**config.mk**
```make
export PLATFORM = sky130hd
export DESIGN_NAME = serial_add_ctrl
export DESIGN_NICKNAME = d
export VERILOG_FILES = /design/src/rtl/serial_add_ctrl.sv
export SDC_FILE = /design/constraint.sdc
export NUM_CORES = 1
export LEC_CHECK = 0
export BUFFER_PORTS_ARGS = -buffer_cell sky130_fd_sc_hd__buf_2
export CAP_MARGIN = 0
export CORE_ASPECT_RATIO = 0.9
export CORE_MARGIN = 1.5
export CORE_UTILIZATION = 56
export DETAILED_ROUTE_END_ITERATION = 6
export GPL_TIMING_DRIVEN = 0
export PLACE_DENSITY_LB_ADDON = 0.25
export SLEW_MARGIN = 5
export SYNTH_ARGS = -nofsm -noshare
export SYNTH_HDL_FRONTEND = slang
export SYNTH_SLANG_ARGS = --single-unit
export TNS_END_PERCENT = 50
```
**constraint.sdc**
```tcl
create_clock -name clk -period 2.6 [get_ports clk]
set_input_delay 0.39 -clock clk [delete_from_list [all_inputs] [get_ports clk]]
set_output_delay 0.39 -clock clk [all_outputs]
set_load 0.01 [all_outputs]
```
**src/rtl/serial_add_ctrl.sv**
```systemverilog
// Bit-serial adder: one shared 1-bit full adder stepped over WIDTH cycles, LSB first.
// Optional macro SERIAL_ADD_SUB_EN adds an in_sub port for A-B via inverted B and carry-in 1.

module fa (
   input  logic a,
   input  logic b,
   input  logic cin,
   output logic s,
   output logic cout
);
   assign s    = a ^ b ^ cin;
   assign cout = (a & b) | (cin & (a ^ b));
endmodule

module serial_add_ctrl #(
   parameter int WIDTH = 8
) (
   input  logic             clk,
   input  logic             rst,
   input  logic             in_valid,
   output logic             in_ready,
   input  logic [WIDTH-1:0] in_a,
   input  logic [WIDTH-1:0] in_b,
   input  logic             in_cin,
`ifdef SERIAL_ADD_SUB_EN
   input  logic             in_sub,
`endif
   output logic             busy,
   output logic             out_valid,
   input  logic             out_ready,
   output logic [WIDTH-1:0] out_sum,
   output logic             out_cout,
   output logic             out_ovf,
   output logic [1:0]       o_dbg_state
);

   localparam int CNT_W = (WIDTH > 1) ? $clog2(WIDTH) : 1;
   localparam logic [CNT_W-1:0] CNT_LAST = CNT_W'(WIDTH - 1);

   localparam logic [1:0] S_IDLE = 2'd0;
   localparam logic [1:0] S_RUN  = 2'd1;
   localparam logic [1:0] S_DONE = 2'd2;

   logic [1:0]       r_state;
   logic [WIDTH-1:0] r_a_sh;
   logic [WIDTH-1:0] r_b_sh;
   logic             r_carry;
   logic [CNT_W-1:0] r_cnt;
   logic [WIDTH-1:0] r_out_sum;
   logic             r_out_cout;
   logic             r_out_ovf;

   logic             w_s;
   logic             w_cout;
   logic [WIDTH-1:0] w_sum_next;
   logic [WIDTH-1:0] w_b_load;
   logic             w_c_load;

   // Handshakes: a transfer happens on a rising edge where valid && ready; in_ready and
   // out_valid decode registered state only (in_ready is also masked by rst).
   assign in_ready    = !rst && (r_state == S_IDLE);
   assign out_valid   = (r_state == S_DONE);
   assign busy        = (r_state == S_RUN);
   assign out_sum     = r_out_sum;
   assign out_cout    = r_out_cout;
   assign out_ovf     = r_out_ovf;
   assign o_dbg_state = r_state;

`ifdef SERIAL_ADD_SUB_EN
   assign w_b_load = in_sub ? ~in_b : in_b;
   assign w_c_load = in_sub ? 1'b1 : in_cin;
`else
   assign w_b_load = in_b;
   assign w_c_load = in_cin;
`endif

   fa u_fa (
      .a    (r_a_sh[0]),
      .b    (r_b_sh[0]),
      .cin  (r_carry),
      .s    (w_s),
      .cout (w_cout)
   );

   // Only sum_sh[WIDTH-1:1] is ever observed, so only those bits are stored.
   generate
      if (WIDTH == 1) begin : g_w1
         assign w_sum_next = w_s;
      end else begin : g_wn
         logic [WIDTH-2:0] r_sum_hi;
         assign w_sum_next = {w_s, r_sum_hi};
         always_ff @(posedge clk) begin
            if (rst) begin
               r_sum_hi <= '0;
            end else if (r_state == S_RUN) begin
               r_sum_hi <= w_sum_next[WIDTH-1:1];
            end
         end
      end
   endgenerate

   always_ff @(posedge clk) begin
      if (rst) begin
         r_state    <= S_IDLE;
         r_a_sh     <= '0;
         r_b_sh     <= '0;
         r_carry    <= 1'b0;
         r_cnt      <= '0;
         r_out_sum  <= '0;
         r_out_cout <= 1'b0;
         r_out_ovf  <= 1'b0;
      end else begin
         case (r_state)
            S_IDLE: begin
               if (in_valid) begin
                  r_a_sh  <= in_a;
                  r_b_sh  <= w_b_load;
                  r_carry <= w_c_load;
                  r_cnt   <= '0;
                  r_state <= S_RUN;
               end
            end
            S_RUN: begin
               r_a_sh  <= r_a_sh >> 1;
               r_b_sh  <= r_b_sh >> 1;
               r_carry <= w_cout;
               r_cnt   <= r_cnt + CNT_W'(1);
               if (r_cnt == CNT_LAST) begin
                  r_out_sum  <= w_sum_next;
                  r_out_cout <= w_cout;
                  // r_carry is the carry into the MSB on this final step
                  r_out_ovf  <= r_carry ^ w_cout;
                  r_state    <= S_DONE;
               end
            end
            S_DONE: begin
               if (out_ready) begin
                  r_state <= S_IDLE;
               end
            end
            default: r_state <= S_IDLE;
         endcase
      end
   end

endmodule

```
==> flow_summary.yaml <==
status:
  outcome: "complete, no violations"
global_route:
  grt_pass1_vias: 1346
  overflow: 0
  grt_max_degree: 12
  grt_pass1_wl_um: 5840
  grt_use_total_pct: 21.1
  antenna_found_initial: 0
yosys:
  synth_xor_area_share_pct: 0.487
  synthCells: 178
  synthMuxAreaShare_pct: 8.90
  synth.top_cell.area_share_pct: 43.4
  synth_most_common_cell: "dfxtp_1"
  synth_compound_area_share_pct: 21.7
  synth.avg_cell_area_um2: 10.1
  async_flop_share_pct: 0
  ys_dominant_reg_cell: "dfxtp_1"
  ys_top_cells_by_count: "dfxtp_1, nand2_1, nor2_1, a211oi_2, mux2i_1"
  synth_top_family_by_area: "compound AO/OA/AOI/OAI gates"
  synth_area_um2: 1800
  synth_nets: 202
  synth-adder-area-share_pct: 2.50
  yosys-top-cells-area: "dfxtp_1, a211oi_2, mux2i_1"
  ys_types: 28
  synth_edf_count: 0
  synth-simple-area-share_pct: 16.1
  ys_seq_area_share_pct: 43.4
  ys_ff_latch: 39
  yosys_warnings: 0
  synth_area_leader_cell: "dfxtp_1"
sta:
  setup_viol: 0
  fin_crit_ns: 1.79
  maxSlewViolCount: 0
  hold-worst-slack_ns: 0.307
  rsz0062_at_grt: "false"
  skew_ns: 0.00509
  relSlewSlack_pct: 56.2
  period_share_pct: 68.9
  hold_viol_final: 0
  worst_pin_slew_ns: 0.658
  fin_setup_tns_ns: 0
  fmax_ghz: 0.558
setup_path:
  cpPeakStageDelay_ns: 0.36
  crit_arrival_ns: 1.40
  startpoint_type: "register"
  cp.required_ns: 2.21
  cp-end-kind: "output port"
  crit_type: "reg -> out"
  path_cells: "buf_6 > nand2b_1 > buf_4 > inv_2 > buf_6 > buf_2"
  cp_slowest_cell: "dfxtp_1"
  crit_fanout: 10
  cpMostUsedCell: "buf_6"
hold_path:
  min_path_type: "in -> reg"
power_and_ir_drop:
  power.switching_uw: 302
  power.density_nw_per_um2: 544
  power.leakage_uw: 0.000841
  p_seq_share_pct: 56.9
  combPwrFrac_pct: 14.9
  p_int_uw: 829
  p_sw_share_pct: 26.7
  ir_drop_mv: 0.373
  clock_power_share_pct: 28.2
clock_tree:
  htreeDepth: 2
  clk_pin_slew_ns: 0.11
  clock_sink_count: 39
  clock_path_buffers: 2
  cts_setup_buffers: 0
  cts_tree: "done"
  cts_root_buf: "clkbuf_4"
  clock_latency_ns: 0.34
  cts_hold_buffers: 0
  post_cts_resized: 0
  cts_buffers: 5
route:
  drt_first_pass_iters: 4
  drtAntennaViolNets: 0
  num_vias: 1364
  wl_per_cell_um: 13.0
  first_iter_violations: 49
  avgViaCountPerCell: 5.23
  drc: 0
  wl_um: 3400
place:
  place_inst: 254
  place_congestion: 0.784
  port_buffers: 34
  dp_hpwl_um: 2500
die:
  rows: 19
  die_area_um2: 3560
  design.core.area_um2: 3070
  pin_count: 36
  initial_core_util_pct: 58.7
  fp.dieH_um: 56.8
  die_w_um: 62.8
layout:
  final_nets: 243
  areaGrowthSynthToFinish_pct: 15.5
  drive_gt1_share_pct: 41.1
  fin_cells: 261
  antenna_cells: 0
job:
  maxCapViolations: 0
-- metal layers --
metal	GRT usage, %	vias up	wire (um)
li1	-	688	-
met1	27.4	639	1680
met2	33.8	30	1530
met3	4.61	7	144
met4	9.52	0	54
met5	0	-	0
-- through the flow --
step                      worst slack, ns  power [uW]  cell area (um2)  util [%]
final                               0.808        1130             2080      67.8
after global routing                0.708        1180             2080      67.8
after CTS                           0.796        1140             2080      67.8
after detailed placement             1.19         826             2020      65.9
after global placement               1.24         817             2020      65.9
after floorplan                      1.27         781             1800         -
-- final timing paths --
path / end / slack, ns / cells past startpoint / start
max: busy / 0.81 / 6 / o_dbg_state[0]
min: o_dbg_state[1] / 0.31 / 3 / out_ready
max reg2reg: out_sum[3] / 1.20 / 6 / r_cnt[0]
min reg2reg: out_sum[0] / 0.47 / 2 / g_wn.r_sum_hi[0]
-- power by group through the flow --
stage / logic (uW) / clock network (uW) / registers (uW)
finish: 169 / 319 / 644
global route: 183 / 352 / 648
CTS: 169 / 324 / 643
detailed placement: 169 / 0 / 657
global placement: 162 / 0 / 655
floorplan: 127 / 0 / 653
-- worst max-delay path: cells and delay by family, from the launching register on --
kind	cells	cell delay, ns
DFF	1	0.36
buffers and inverters	5	0.63
and+or+nand+nor	1	0.07
-- flip-flops by register name (all words and copies together) (netlist names) --
name and flops:
out_ovf 1, out_sum 8, r_a_sh 8, o_dbg_state 2
r_carry 1, r_cnt 3, g_wn.r_sum_hi 7, r_b_sh 8
out_cout 1
-- cell type report --
type / instances / area [um2]
Timing Repair Buffer: 34 / 170
Buffer: 14 / 118
Clock inverter: 1 / 5.00
Clock buffer: 6 / 51.3
Multi-Input combinational cell: 123 / 893
Fill cell: 251 / 988
Sequential cell: 39 / 781
Inverter: 2 / 7.51
Tap cell: 42 / 52.6
-- logic make-up (layout without fill, tap and decap cells) --
kind of cell,count (synthesis),count (layout)
fa+ha+maj,3,3
flops,39,39
xor+xnor,1,1
simple gates,61,61
compound gates,42,42
mux,16,16
buf+inv,16,57
-- cells in the final DEF (no fill, tap or decap), drive strengths merged, types with 7 or more instances in the layout --
| cell type | synthesis | routed |
|---|---|---|
| mux2i | 16 | 16 |
| nand2 | 32 | 32 |
| dfxtp | 39 | 39 |
| nor2 | 20 | 20 |
| a211oi | 17 | 17 |
| a21oi | 19 | 19 |
| buf | 13 | 47 |
| clkbuf | 1 | 7 |
(Power assumes the default switching activity.)
